### src/rtl/membus_arbiter_if.sv
// rtl/membus_arbiter_if.sv - request/response bundle between the I/D masters, the arbiter and the downstream membus
interface membus_arbiter_if #(
  parameter int XLEN       = 64,
  parameter int ILEN       = 32,
  parameter int DATA_WIDTH = 64,
  parameter int DEPTH      = 2
);
  localparam int CW = $clog2(DEPTH + 1);

  logic                    i_valid;
  logic                    i_ready;
  logic [XLEN-1:0]         i_addr;
  logic                    i_rvalid;
  logic [ILEN-1:0]         i_rdata;

  logic                    d_valid;
  logic                    d_ready;
  logic [XLEN-1:0]         d_addr;
  logic                    d_wen;
  logic [DATA_WIDTH-1:0]   d_wdata;
  logic [DATA_WIDTH/8-1:0] d_wmask;
  logic                    d_rvalid;
  logic [DATA_WIDTH-1:0]   d_rdata;

  logic                    m_valid;
  logic                    m_ready;
  logic [XLEN-1:0]         m_addr;
  logic                    m_wen;
  logic [DATA_WIDTH-1:0]   m_wdata;
  logic [DATA_WIDTH/8-1:0] m_wmask;
  logic                    m_rvalid;
  logic [DATA_WIDTH-1:0]   m_rdata;

  logic [CW-1:0]           outstanding;
  logic                    err;

  // arbiter view
  modport slave (
    input  i_valid, i_addr,
    input  d_valid, d_addr, d_wen, d_wdata, d_wmask,
    input  m_ready, m_rvalid, m_rdata,
    output i_ready, i_rvalid, i_rdata,
    output d_ready, d_rvalid, d_rdata,
    output m_valid, m_addr, m_wen, m_wdata, m_wmask,
    output outstanding, err
  );

  // environment view: both masters plus the downstream responder
  modport master (
    output i_valid, i_addr,
    output d_valid, d_addr, d_wen, d_wdata, d_wmask,
    output m_ready, m_rvalid, m_rdata,
    input  i_ready, i_rvalid, i_rdata,
    input  d_ready, d_rvalid, d_rdata,
    input  m_valid, m_addr, m_wen, m_wdata, m_wmask,
    input  outstanding, err
  );
endinterface

### src/rtl/membus_arbiter.sv
// rtl/membus_arbiter.sv - I/D membus arbiter with starvation guard and in-order response tag FIFO
module membus_arbiter #(
  parameter int XLEN         = 64,
  parameter int ILEN         = 32,
  parameter int DATA_WIDTH   = 64,
  parameter int DEPTH        = 2,
  parameter int STARVE_LIMIT = 4
) (
  input  logic             clk,
  input  logic             rst,
  membus_arbiter_if.slave  bus
);
  localparam int CW = $clog2(DEPTH + 1);
  localparam int SW = $clog2(STARVE_LIMIT + 1);
  localparam int PW = (DEPTH > 1) ? $clog2(DEPTH) : 1;

  localparam logic [CW-1:0] DEPTH_C  = CW'(DEPTH);
  localparam logic [SW-1:0] STARVE_C = SW'(STARVE_LIMIT);
  localparam logic [PW-1:0] LAST_C   = PW'(DEPTH - 1);

  // tag = {src, addr[2]}; src 1 = I, 0 = D
  logic [1:0]    tag_q [DEPTH];
  logic [PW-1:0] wr_ptr_q, wr_ptr_d;
  logic [PW-1:0] rd_ptr_q, rd_ptr_d;
  logic [CW-1:0] count_q, count_d;
  logic [SW-1:0] streak_q, streak_d;
  logic          err_q, err_d;

  logic          fifo_empty;
  logic          space;
  logic          force_i;
  logic          gnt_d;
  logic          gnt_i;
  logic          req_ok;
  logic          push;
  logic          pop;
  logic [1:0]    head;
  logic [XLEN-1:0] sel_addr;

  function automatic logic [PW-1:0] ptr_inc(input logic [PW-1:0] p);
    return (p == LAST_C) ? '0 : p + 1'b1;
  endfunction

  // Grant and handshake decode; a same-cycle pop frees a slot so a full FIFO still accepts
  always_comb begin
    fifo_empty = (count_q == '0);
    space      = (count_q < DEPTH_C) | bus.m_rvalid;
    force_i    = bus.i_valid & (streak_q == STARVE_C);
    gnt_d      = bus.d_valid & ~force_i;
    gnt_i      = bus.i_valid & ~gnt_d;
    req_ok     = rst & space & (gnt_i | gnt_d);
    push       = req_ok & bus.m_ready;
    pop        = rst & bus.m_rvalid & ~fifo_empty;
    sel_addr   = gnt_i ? bus.i_addr : bus.d_addr;
    head       = tag_q[rd_ptr_q];
  end

  // Downstream request mux and response routing to the issuing master
  always_comb begin
    bus.m_valid     = req_ok;
    bus.d_ready     = push & gnt_d;
    bus.i_ready     = push & gnt_i;
    bus.m_addr      = sel_addr;
    bus.m_wen       = gnt_d & bus.d_wen;
    bus.m_wdata     = gnt_d ? bus.d_wdata : '0;
    bus.m_wmask     = gnt_d ? bus.d_wmask : '0;
    bus.i_rvalid    = pop & head[1];
    bus.d_rvalid    = pop & ~head[1];
    bus.d_rdata     = bus.m_rdata;
    bus.outstanding = count_q;
    bus.err         = err_q;
  end

  // Instruction word lane select: addr[2] picks the upper half of a 64-bit beat
  if (DATA_WIDTH == 64) begin : g_rdata64
    assign bus.i_rdata = head[0] ? bus.m_rdata[63:32] : bus.m_rdata[31:0];
  end else begin : g_rdata32
    assign bus.i_rdata = bus.m_rdata[31:0];
  end

  // Next-state for FIFO pointers, occupancy, starvation streak and sticky error
  always_comb begin
    wr_ptr_d = push ? ptr_inc(wr_ptr_q) : wr_ptr_q;
    rd_ptr_d = pop  ? ptr_inc(rd_ptr_q) : rd_ptr_q;
    count_d  = count_q;
    if (push && !pop) begin
      count_d = count_q + 1'b1;
    end else if (pop && !push) begin
      count_d = count_q - 1'b1;
    end
    streak_d = streak_q;
    if (!bus.i_valid || (push && gnt_i)) begin
      streak_d = '0;
    end else if (push && gnt_d) begin
      streak_d = (streak_q == STARVE_C) ? streak_q : streak_q + 1'b1;
    end
    err_d = err_q | (bus.m_rvalid & fifo_empty);
  end

  // Control state registers
  always_ff @(posedge clk or negedge rst) begin
    if (!rst) begin
      wr_ptr_q <= '0;
      rd_ptr_q <= '0;
      count_q  <= '0;
      streak_q <= '0;
      err_q    <= 1'b0;
    end else begin
      wr_ptr_q <= wr_ptr_d;
      rd_ptr_q <= rd_ptr_d;
      count_q  <= count_d;
      streak_q <= streak_d;
      err_q    <= err_d;
    end
  end

  // Tag storage written on every accepted request
  always_ff @(posedge clk or negedge rst) begin
    if (!rst) begin
      for (int k = 0; k < DEPTH; k++) begin
        tag_q[k] <= 2'b00;
      end
    end else if (push) begin
      tag_q[wr_ptr_q] <= {gnt_i, sel_addr[2]};
    end
  end
endmodule

### src/flat_wrapper.sv
// flat-port wrapper written by rule: the top's interface ports become plain ports
module membus_arbiter_flat 
#(
  parameter int XLEN         = 64,
  parameter int ILEN         = 32,
  parameter int DATA_WIDTH   = 64,
  parameter int DEPTH        = 2,
  parameter int STARVE_LIMIT = 4
)
  (clk, rst, bus_i_valid, bus_i_addr, bus_d_valid, bus_d_addr, bus_d_wen, bus_d_wdata, bus_d_wmask, bus_m_ready, bus_m_rvalid, bus_m_rdata, bus_i_ready, bus_i_rvalid, bus_i_rdata, bus_d_ready, bus_d_rvalid, bus_d_rdata, bus_m_valid, bus_m_addr, bus_m_wen, bus_m_wdata, bus_m_wmask, bus_outstanding, bus_err);
  membus_arbiter_if #(.XLEN(XLEN), .ILEN(ILEN), .DATA_WIDTH(DATA_WIDTH), .DEPTH(DEPTH)) bus_i ();
  input  logic clk;
  input  logic rst;
  input wire logic [$bits(bus_i.i_valid)-1:0] bus_i_valid;
  input wire logic [$bits(bus_i.i_addr)-1:0] bus_i_addr;
  input wire logic [$bits(bus_i.d_valid)-1:0] bus_d_valid;
  input wire logic [$bits(bus_i.d_addr)-1:0] bus_d_addr;
  input wire logic [$bits(bus_i.d_wen)-1:0] bus_d_wen;
  input wire logic [$bits(bus_i.d_wdata)-1:0] bus_d_wdata;
  input wire logic [$bits(bus_i.d_wmask)-1:0] bus_d_wmask;
  input wire logic [$bits(bus_i.m_ready)-1:0] bus_m_ready;
  input wire logic [$bits(bus_i.m_rvalid)-1:0] bus_m_rvalid;
  input wire logic [$bits(bus_i.m_rdata)-1:0] bus_m_rdata;
  output wire logic [$bits(bus_i.i_ready)-1:0] bus_i_ready;
  output wire logic [$bits(bus_i.i_rvalid)-1:0] bus_i_rvalid;
  output wire logic [$bits(bus_i.i_rdata)-1:0] bus_i_rdata;
  output wire logic [$bits(bus_i.d_ready)-1:0] bus_d_ready;
  output wire logic [$bits(bus_i.d_rvalid)-1:0] bus_d_rvalid;
  output wire logic [$bits(bus_i.d_rdata)-1:0] bus_d_rdata;
  output wire logic [$bits(bus_i.m_valid)-1:0] bus_m_valid;
  output wire logic [$bits(bus_i.m_addr)-1:0] bus_m_addr;
  output wire logic [$bits(bus_i.m_wen)-1:0] bus_m_wen;
  output wire logic [$bits(bus_i.m_wdata)-1:0] bus_m_wdata;
  output wire logic [$bits(bus_i.m_wmask)-1:0] bus_m_wmask;
  output wire logic [$bits(bus_i.outstanding)-1:0] bus_outstanding;
  output wire logic [$bits(bus_i.err)-1:0] bus_err;
  assign bus_i.i_valid = bus_i_valid;
  assign bus_i.i_addr = bus_i_addr;
  assign bus_i.d_valid = bus_d_valid;
  assign bus_i.d_addr = bus_d_addr;
  assign bus_i.d_wen = bus_d_wen;
  assign bus_i.d_wdata = bus_d_wdata;
  assign bus_i.d_wmask = bus_d_wmask;
  assign bus_i.m_ready = bus_m_ready;
  assign bus_i.m_rvalid = bus_m_rvalid;
  assign bus_i.m_rdata = bus_m_rdata;
  assign bus_i_ready = bus_i.i_ready;
  assign bus_i_rvalid = bus_i.i_rvalid;
  assign bus_i_rdata = bus_i.i_rdata;
  assign bus_d_ready = bus_i.d_ready;
  assign bus_d_rvalid = bus_i.d_rvalid;
  assign bus_d_rdata = bus_i.d_rdata;
  assign bus_m_valid = bus_i.m_valid;
  assign bus_m_addr = bus_i.m_addr;
  assign bus_m_wen = bus_i.m_wen;
  assign bus_m_wdata = bus_i.m_wdata;
  assign bus_m_wmask = bus_i.m_wmask;
  assign bus_outstanding = bus_i.outstanding;
  assign bus_err = bus_i.err;
  membus_arbiter #(.XLEN(XLEN), .ILEN(ILEN), .DATA_WIDTH(DATA_WIDTH), .DEPTH(DEPTH), .STARVE_LIMIT(STARVE_LIMIT)) u_core (.clk(clk), .rst(rst), .bus(bus_i));
endmodule
### config.mk
export PLATFORM = sky130hd
export DESIGN_NAME = membus_arbiter_flat
export DESIGN_NICKNAME = d
export VERILOG_FILES = /design/src/rtl/membus_arbiter_if.sv /design/src/rtl/membus_arbiter.sv /design/src/flat_wrapper.sv
export SDC_FILE = /design/constraint.sdc
export NUM_CORES = 1
export LEC_CHECK = 0
export CAP_MARGIN = 20
export CORE_AREA = 2 2 198 200
export DETAILED_ROUTE_END_ITERATION = 8
export DIE_AREA = 0 0 200 202
export DONT_BUFFER_PORTS = 1
export GPL_ROUTABILITY_DRIVEN = 0
export PLACE_DENSITY_LB_ADDON = 0.3
export SKIP_CTS_REPAIR_TIMING = 1
export SYNTH_ARGS = -nofsm -noshare
export SYNTH_HDL_FRONTEND = slang
export SYNTH_SLANG_ARGS = --single-unit
### constraint.sdc
create_clock -name clk -period 2.05 [get_ports clk]
set_input_delay 0.1025 -clock clk [delete_from_list [all_inputs] [get_ports clk]]
set_output_delay 0.1025 -clock clk [all_outputs]
set_load 0.01 [all_outputs]
# Yosys cells after proc, flatten, opt, wreduce, memory -nomap -nowiden
# Cells that the tools add are included.
# classes
n_reduce_logical	13
n_eq_ne	2
shift	0
n_bitwise	23
mul	0
order_cmp	4
muxes	17
n_addsub	5
div	0
# op_table
operator	count
$mux 64	2
$mux 32	1
$and 1x1->1	14
$mux 2	6
$mux 3	3
$mux 8	1
$logic_and 1x1->1	5
$bwmux 4	1
$ge 2x2->1 const B	2
$not 1->1	4
$not 1->2	2
$reduce_bool 2->1	2
$add 3x1->3 const B	1
$eq 3x3->1 const B	1
$logic_not 1->1	3
$or 1x1->1	3
$add 1x1->1 const B	2
$add 2x1->2 const B	1
$demux 2 s1	1
$logic_not 2->1	1
$lt 2x1->1 const B	1
$lt 2x2->1 const B	1
$mux 1	2
$ne 2x2->1 const B	1
3 further kinds	3
# word_totals
mem_bits_ro	0
word_cells	71
mem_bits_rw	0
register_bits	12
n_memories	0
latchBits	0

# Logic depth before layout (Yosys ltp)
# logic_depth
depth_word	13
depth_mapped	7
mapped_depth_nobuf	7

# Least setup slack after synthesis
# No wires, ideal clock.
# synth_timing
path_kind	flip-flop to output port
from	register u_core.streak_q[0]
to	output bus_m_addr[0]
path_slack_ns	0.434
arrival_time_ns	1.513
path_stages_with_launch	8
required_ns	1.947
path_cell_list	dfrtp_1 -> inv_1 -> ha_1 -> a21bo_4 -> nand2_4 -> buf_12 -> buf_12 -> mux2_4
# synth_via
elab_chain_len	7
# synth_lines
element	line	rtl
start, declared	membus_arbiter.sv:26	logic [SW-1:0] streak_q, streak_d;
start signal, assigned	membus_arbiter.sv:112	streak_q <= streak_d;
$eq 3x3->1	membus_arbiter.sv:48	force_i = bus.i_valid & (streak_q == STARVE_C);
$and 1x1->1	membus_arbiter.sv:48	
$not 1->1	membus_arbiter.sv:49	gnt_d = bus.d_valid & ~force_i;
$and 1x1->1	membus_arbiter.sv:49	
$not 1->1	membus_arbiter.sv:50	gnt_i = bus.i_valid & ~gnt_d;
$and 1x1->1	membus_arbiter.sv:50	
$mux 64	membus_arbiter.sv:54	sel_addr = gnt_i ? bus.i_addr : bus.d_addr;
end, declared	flat_wrapper.sv:31	output wire logic [$bits(bus_i.m_addr)-1:0] bus_m_addr;
# Every way passes these cells.

# Final worst setup path
# layout_timing
from	register u_core.streak_q[1]
to	output bus_m_addr[48]
# Same word-level chain as after synthesis.

==> impl_metrics.tcl <==
set metrics [dict create \
    final_layout_size_suffix_gt1_share_pct 45.9 \
    vias_per_cell 3.27 \
    grt_max_degree 79 \
    dieWidth_um 200 \
    ir_worst_vdd_mv 0.371 \
    synth_compound_area_share_pct 3.84 \
    power_mw 2.35 \
    nFillCells 4414 \
    cp.arrival_ns 1.84 \
    synth-async-reset-ratio_pct 100 \
    muxShareOfSynthArea_pct 40.9 \
    netlist.area_leader.share_pct 20.6 \
    dr_wl_met3_um 2610 \
    cp_max_fo 8 \
    cts_sinks 12 \
    grt.overflow.total 0 \
    synthXorXnorAreaFrac_pct 1.43 \
    p_leak_nw 1.43 \
    die_area_mm2 0.0404 \
    pin_count 512 \
    worstMarginPinSlew_ns 0.634 \
    highest_layer "met5" \
    drt_iter0_drc 152 \
    ant_nets 0 \
    critPathLaunch "u_core.streak_q[1]$_DFFE_PN0P_" \
    r2r_slack_ns 0.46 \
    drt_wl_total_um 18900 \
    finalClockSkew_ns 0.000787 \
    cap_viol_max_count 0 \
    yosysMostFrequentCell "and3_1" \
    power_density_mw_per_mm2 685 \
    path_depth 6 \
    synth-main-ff-cell "dfrtp_1" \
    clockBufferDepth 2 \
    grt_pass1_vias 2347 \
    slew_headroom_pct 57.6 \
    critPathCapture "bus_m_addr[48]" \
    clkTransAtPathRegs_ns 0.04 \
    netlist_top_cells_count "74 x and3_1, 69 x buf_4, 56 x mux2_2" \
    multi_input_area_mm2 0.00207 \
    route.detailed.drc 0 \
    critPathTopFamily "flip-flops" \
    yosys.area.top_type "mux2_2" \
    ys_ff_latch 12 \
    synth_edf_count 0 \
    synth_seq_area_share_pct 9.82 \
    syn_area_per_cell_um2 9.30 \
    seq_area_um2 300 \
    track_usage_pct 7.78 \
    core-area_mm2 0.0383 \
    crit_buf_inv 2 \
    max_stage_delay_ns 0.37 \
    netlist_top_cells_area "mux2_2 21%, mux2_4 18%, buf_4 17%, and3_1 15%, dfrtp_1 9.8%" \
    antenna_found_initial 30 \
    hold_viol 0 \
    root_buffer "clkbuf_16" \
    r2r.worst_path.cells 5 \
    drt_first_pass_iters 4 \
    finalSetupTns_ns 0 \
    syn_area_mm2 0.00306 \
    synthAdderAreaFrac_pct 1.23 \
    die_height_um 202 \
    synthCells 329 \
    crit_chain "inv_1 > ha_2 > a21bo_4 > nand2_8 > clkbuf_16 > mux2_2" \
    setup_violations 0 \
    area_growth_pct 12.2 \
    clk_latency_ns 0.24 \
    status "complete, no violations" \
    vias 2595 \
    h-tree-depth 1 \
    row_count 72 \
    wl_per_cell_um 23.9 \
    crit_required_ns 1.95 \
    fmax_ghz 0.516 \
    grt_pass1_wl_um 20800 \
    cp_slowest_cell "dfrtp_1" \
    post-route-period-util_pct 94.6 \
    cts_tree "done" \
    startpoint_type "register" \
    critical_path_class "register to primary output" \
    wl_met2_um 10000 \
    yosys.area_share.simple_pct 19.4 \
    finalMaxSlewViolations 0 \
    yosys_warnings 0 \
    start_util_pct 7.99 \
    period_needed_ns 1.94 \
    synth_cell_type_count 34 \
    synth_fp_nets 603 \
    hold_path.class "input pin to register" \
    dp_hpwl_um 15800 \
    cts_buffers 3 \
    cp-end-kind "primary output" \
    port_buffers 0 \
    synth_top_family_by_area "multiplexers" \
    rsz0062_at_grt "no" \
    drt-met1-wl_um 5190 \
    r2r-start "u_core.bus.outstanding[1]$_DFFE_PN0P_" \
    final_net_count 535 \
    worstReg2RegEnd "u_core.bus.outstanding[1]$_DFFE_PN0P_" \
]
[stage by stage]
| step | utilization (%) | std cells | worst slack [ns] | hold WS [ns] | instance area, um2 |
|---|---|---|---|---|---|
| 5_1_grt | 8.94 | 789 | 0.0317 | 0.00328 | 3420 |
| 6_report | 8.96 | 793 | 0.111 | 0.00476 | 3430 |
| 4_1_cts | 8.38 | 766 | -0.0395 | -0.451 | 3210 |
| 3_5_place_dp | 8.18 | 763 | 0.227 | -0.193 | 3130 |
| 3_3_place_gp | 8.18 | 763 | 0.256 | -0.193 | 3130 |
| 2_1_floorplan | - | 329 | 0.434 | -0.193 | 3060 |
[worst min-delay path by stage]
| stage | startpoint | end | depth (start not counted) |
|---|---|---|---|
| 2_1_floorplan | rst | u_core.bus.err$_DFF_PN0_ | 0 |
| 6_report | bus_i_valid | u_core.streak_q[1]$_DFFE_PN0P_ | 2 |
| 4_1_cts | rst | u_core.wr_ptr_q$_DFFE_PN0N_ | 0 |
| 3_3_place_gp | rst | u_core.bus.err$_DFF_PN0_ | 0 |
| 3_5_place_dp | rst | u_core.bus.err$_DFF_PN0_ | 0 |
| 5_1_grt | bus_i_valid | u_core.streak_q[1]$_DFFE_PN0P_ | 2 |
[sequential cells by signal, indices dropped and copies added (netlist names)]
signal,cells
u_core.bus.err,1
u_core.wr_ptr_q,1
u_core.streak_q,3
u_core.rd_ptr_q,1
u_core.bus.outstanding,2
u_core.tag_q,4
[area by class of cell]
cell class,instances,share of cell area [%]
tap,518,18.9
clock buffer,3,2.19
inverter,6,0.656
antenna,16,1.17
multi-input combinational,220,60.3
sequential,12,8.75
timing repair buffer,18,8.02
[routing by layer]
metal	up-vias	track usage, %
li1	995	-
met1	1152	6.08
met2	355	15.1
met3	67	3.80
met4	26	4.66
met5	-	0
[logic make-up after synthesis]
family                     after synthesis
muxes                                   99
AOI/OAI and AO/OA                       14
and+or+nand+nor                         99
buffers and inverters                   97
adders and majority gates                3
DFF                                     12
xor gates and xnor gates                 5
[worst register-to-register path, stage by stage (launching register included)]
cell      delay (ns)
dfrtp_1         0.46
o211ai_1        0.41
ha_1            0.23
xor2_1          0.15
nor2_1          0.06
xor2_1          0.14
[report_power, final]
part	internal [mW]	switching (mW)	leakage [nW]	total, mW
registers	0.319	0.111	0.145	0.430
clock network	0.255	0.105	0.0371	0.360
logic	0.744	0.818	1.24	1.56
total	1.32	1.03	1.43	2.35
[cells in the final DEF (no fill, tap or decap), drive strengths merged, types with 6 or more instances in the layout]
cell type,n
and3,74
buf,12
clkbuf,7
dfrtp,12
diode,16
inv,6
mux2,95
nand2,7
nor2,6
No activity file was read; power rests on OpenSTA's default activity.
